[src/rtl/day_12_pkg.sv]
// rtl/day_12_pkg.sv - shared types and constants for the day-12 sequence detector slice
package day_12_pkg;

    typedef enum logic [0:0] {
        IDLE  = 1'b0,
        SHIFT = 1'b1
    } state_t;

    localparam int SEQ_WIDTH = 12;
    // Target sequence shared by the detector, this feeder and the benches.
    localparam logic [SEQ_WIDTH-1:0] SEQ_PATTERN = 12'b1110_1101_1011;

endpackage

[src/rtl/day_12_seq_serializer.sv]
// rtl/day_12_seq_serializer.sv - parallel-to-serial feeder for the day-12 detector x_i input
module day_12_seq_serializer
    import day_12_pkg::*;
#(
    parameter int WIDTH     = SEQ_WIDTH,
    parameter bit MSB_FIRST = 1'b1,
    parameter bit IDLE_BIT  = 1'b0
) (
    input  logic             clk,
    input  logic             reset,
    input  logic [WIDTH-1:0] data_i,
    input  logic             valid_i,
    output logic             ready_o,
    input  logic             abort_i,
    output logic             x_o,
    output logic             bit_valid_o,
    output logic             last_o
);

    localparam int CNT_W = $clog2(WIDTH);

    state_t           state;
    state_t           state_nxt;
    logic [CNT_W-1:0] bit_cnt;
    logic [WIDTH-1:0] sreg;
    logic             word_end;
    logic             accept;

    assign word_end = (state == SHIFT) && (bit_cnt == '0);
    assign accept   = valid_i & ready_o;

    always_ff @(posedge clk) begin
        if (!reset) begin
            state <= IDLE;
        end else begin
            state <= state_nxt;
        end
    end

    always_comb begin
        state_nxt = state;
        if (abort_i) begin
            state_nxt = IDLE;
        end else if (accept) begin
            state_nxt = SHIFT;
        end else if (word_end) begin
            state_nxt = IDLE;
        end
    end

    // Accepting on the last-bit cycle is what lets words stream with no gap.
    always_comb begin
        ready_o = reset & ~abort_i & ((state == IDLE) | word_end);
    end

    always_ff @(posedge clk) begin
        if (!reset) begin
            sreg        <= '0;
            bit_cnt     <= '0;
            x_o         <= IDLE_BIT;
            bit_valid_o <= 1'b0;
            last_o      <= 1'b0;
        end else if (abort_i) begin
            bit_cnt     <= '0;
            x_o         <= IDLE_BIT;
            bit_valid_o <= 1'b0;
            last_o      <= 1'b0;
        end else if (accept) begin
            // The first bit goes straight to x_o; sreg keeps the rest lined up at the shift end.
            sreg        <= MSB_FIRST ? (data_i << 1) : (data_i >> 1);
            x_o         <= MSB_FIRST ? data_i[WIDTH-1] : data_i[0];
            bit_cnt     <= CNT_W'(WIDTH - 1);
            bit_valid_o <= 1'b1;
            last_o      <= 1'b0;
        end else if ((state == SHIFT) && (bit_cnt != '0)) begin
            sreg        <= MSB_FIRST ? (sreg << 1) : (sreg >> 1);
            x_o         <= MSB_FIRST ? sreg[WIDTH-1] : sreg[0];
            bit_cnt     <= bit_cnt - 1'b1;
            last_o      <= (bit_cnt == CNT_W'(1));
        end else if (word_end) begin
            x_o         <= IDLE_BIT;
            bit_valid_o <= 1'b0;
            last_o      <= 1'b0;
        end
    end

endmodule

[config.mk]
export PLATFORM = sky130hd
export DESIGN_NAME = day_12_seq_serializer
export DESIGN_NICKNAME = d
export VERILOG_FILES = /design/src/rtl/day_12_pkg.sv /design/src/rtl/day_12_seq_serializer.sv
export SDC_FILE = /design/constraint.sdc
export NUM_CORES = 1
export LEC_CHECK = 0
export CORE_UTILIZATION = 49
export DETAILED_ROUTE_END_ITERATION = 12
export PLACE_DENSITY = 0.84
export SLEW_MARGIN = 5
export SYNTH_ARGS = -nofsm -noshare
export SYNTH_HDL_FRONTEND = slang
export SYNTH_SLANG_ARGS = --single-unit
[constraint.sdc]
create_clock -name clk -period 2.3 [get_ports clk]
set_input_delay 0.23 -clock clk [delete_from_list [all_inputs] [get_ports clk]]
set_output_delay 0.23 -clock clk [all_outputs]
set_load 0.005 [all_outputs]
==> results.toml <==
[global_routing]
grtUsageMet1 = 0.247
use_met2 = 0.353
grt_pass1_vias = 788
antenna_found_initial = 0
grt_pass1_wl_mm = 3.19
grt_max_degree = 15
use_met3 = 0.0577
grt_usage = 0.204
grt-ovfl-total = 0
grt.busiest_layer = "met2"

[floorplanning]
rows = 15
core_area_sq_um = 1820
dieArea_sq_um = 2210
fp.dieH_um = 47.0
pin_count = 20
die_w_um = 47.0
initial_core_util = 0.546

[worst_setup_path]
worst-path-buf-inv = 2
worstPathArrival_ns = 1.83
cp-end-kind = "output port"
rr_worst_depth = 7
cp_num_cells = 6
cp_cell_sequence = "inv_1 -> ha_2 -> or3b_4 -> and2_4 -> nor2_1 -> dlygate4sd2_1"
crit_fanout = 3
cp_slowest_cell = "or3b_4"
worstSetupStartpointType = "flop"
critical_path_class = "reg -> out"
worstPathRequired_ns = 2.07
slowest_delay_ns = 0.39
crit_family = "simple AND/OR/NAND/NOR gates"

[synth]
synth_top_cell_by_area = "dfxtp_1"
synth_top_area_share = 0.383
synth_edf_count = 0
yosys_warnings = 0
synth.cell_area_sq_um = 993
avgSynthCellArea_sq_um = 9.20
synth_area_leaders = "dfxtp_1 38%, mux2i_1 11%, o211a_1 10%"
netlist_top_cells_count = "22 x nor2_1, 19 x dfxtp_1, 11 x mux2i_1"
yosysMostFrequentCell = "nor2_1"
synth_cell_types = 31
synth-seq-cells = 19
synth_flop_cell = "dfxtp_1"
async_flop_share = 0
syn_nets = 126
syn_inst = 108
seq_area_frac_synth = 0.383

[clock_network]
clkTransAtPathRegs_ns = 0.11
cts_tree = "yes"
cts.sinks = 19
insertion_delay_ns = 0.30
htree_levels = 1
cts_root_buffer = "clkbuf_4"
cts.path.max_buffers = 2
cts_buffers = 3

[timing]
setup_viol = 0
finalMaxSlewViolations = 0
clock.fmax_mhz = 485
finalCritPeriodShare = 0.897
hold_viol = 0
max_slew_margin = 0.685
fin_crit_ns = 2.06
skew_ns = 0.00116
worst_slew_pin_slew_ns = 0.472
tns_ns = 0
rsz0062_at_grt = "false"

[placed_design]
dp_hpwl_mm = 1.41
dp.cells = 147
port_buffers = 19
gp_congestion = 0.886

[final_layout]
drive_gt1_frac = 0.102
antenna_cells = 0
nets = 146
area_growth_pct = 20.3
final_cells = 152
fill_cells = 168

[power_and_ir_drop]
max-vdd-ir-drop_v = 0.000419
swShare = 0.260
clkPwrFrac = 0.274
leakage_nw = 0.541
fin_total_pwr_mw = 0.632
combPwrFrac = 0.164
pwr_density_cell_nw_per_um2 = 529
seqPwrFrac = 0.563
p_sw_mw = 0.164
internal-power_mw = 0.467

[routing]
first_pass_iters = 4
first_iter_violations = 4
vias = 853
post_drt_via_cell_ratio = 5.61
post_drt_wl_per_cell_um = 12.8
ant_nets = 0
drcViolationCount = 0
drt-total-wl_mm = 1.94

[flow_run]
cap_violations = 0

[min_path]
hold-path-cell-count = 2
min-delay-path-class = "reg -> reg"

[outcome]
outcome = "finished clean"
tightest hold or removal path, cell delays in order (launching register included):
cell and delay, ns:
dfxtp_1 0.33, o211ai_1 0.07, nand2_1 0.05
routing by layer:
| layer | routed length [um] | up-vias |
|---|---|---|
| met5 | 0 | - |
| met4 | 12 | 0 |
| met3 | 70 | 2 |
| met2 | 961 | 13 |
| met1 | 894 | 418 |
| li1 | - | 420 |
logic make-up (layout without fill, tap and decap cells):
group                      Yosys count  count (layout)  synth area share
muxes                               11              11             0.111
adders and majority gates            2               2            0.0252
and+or+nand+nor                     43              43             0.213
AOI/OAI and AO/OA                   23              23             0.184
buffers and inverters               10              29            0.0844
DFF                                 19              19             0.383
registers in the layout, indices dropped and copies added (netlist names):
signal / count
last_o: 1
sreg: 11
state: 1
bit_valid_o: 1
bit_cnt: 4
x_o: 1
final cells by class:
class | instances | area, sq um | area share
clock buffer | 3 | 22.5 | 0.0188
sequential | 19 | 382 | 0.319
inverter | 3 | 11.3 | 0.00942
tap | 25 | 31.3 | 0.0262
timing repair buffer | 22 | 211 | 0.177
multi-input combinational | 79 | 532 | 0.445
clock inverter | 1 | 5.00 | 0.00419
placed cells by master (no fill, tap or decap), types with 2 or more instances in the layout:
cell	count
buf_4	3
clkdlybuf4s50_1	18
nor2_1	22
nor3_1	3
nand3_1	2
a211oi_1	2
dfxtp_1	18
a21oi_1	6
clkbuf_4	3
nand2_1	3
nand2b_1	3
inv_1	3
o211a_1	10
nor4_1	2
mux2i_1	11
what timing repair did:
item / CTS / global route
endpoints found under the setup margin: 1 / 0
gates resized for setup: 3 / 0
setup buffers: 1 / 0
hold endpoints to repair: 0 / 0
hold buffers: 0 / 0
power groups by stage:
stage | Combinational (mW) | Sequential (mW) | Clock [mW]
after global routing | 0.114 | 0.357 | 0.192
after detailed placement | 0.103 | 0.362 | 0
final | 0.104 | 0.355 | 0.173
after floorplan | 0.0641 | 0.359 | 0
after global placement | 0.0999 | 0.361 | 0
after CTS | 0.104 | 0.355 | 0.179
per-stage QoR:
step                       util  cell area [sq um]  hold WS, ns  setup slack, ns
after floorplan               -                993        0.378            0.599
after global placement    0.636               1160        0.471            0.269
after detailed placement  0.636               1160        0.481            0.198
after CTS                 0.656               1190        0.497            0.234
after global routing      0.656               1190        0.501            0.155
final                     0.656               1190        0.492            0.237
final timing paths:
check / from / end / slack (ns)
hold / removal: sreg[1] / sreg[1] / 0.49
setup / recovery: bit_cnt[0] / ready_o / 0.24
setup reg to reg: bit_cnt[0] / x_o / 0.50
hold reg to reg: sreg[1] / sreg[1] / 0.49
(Power assumes the default switching activity.)
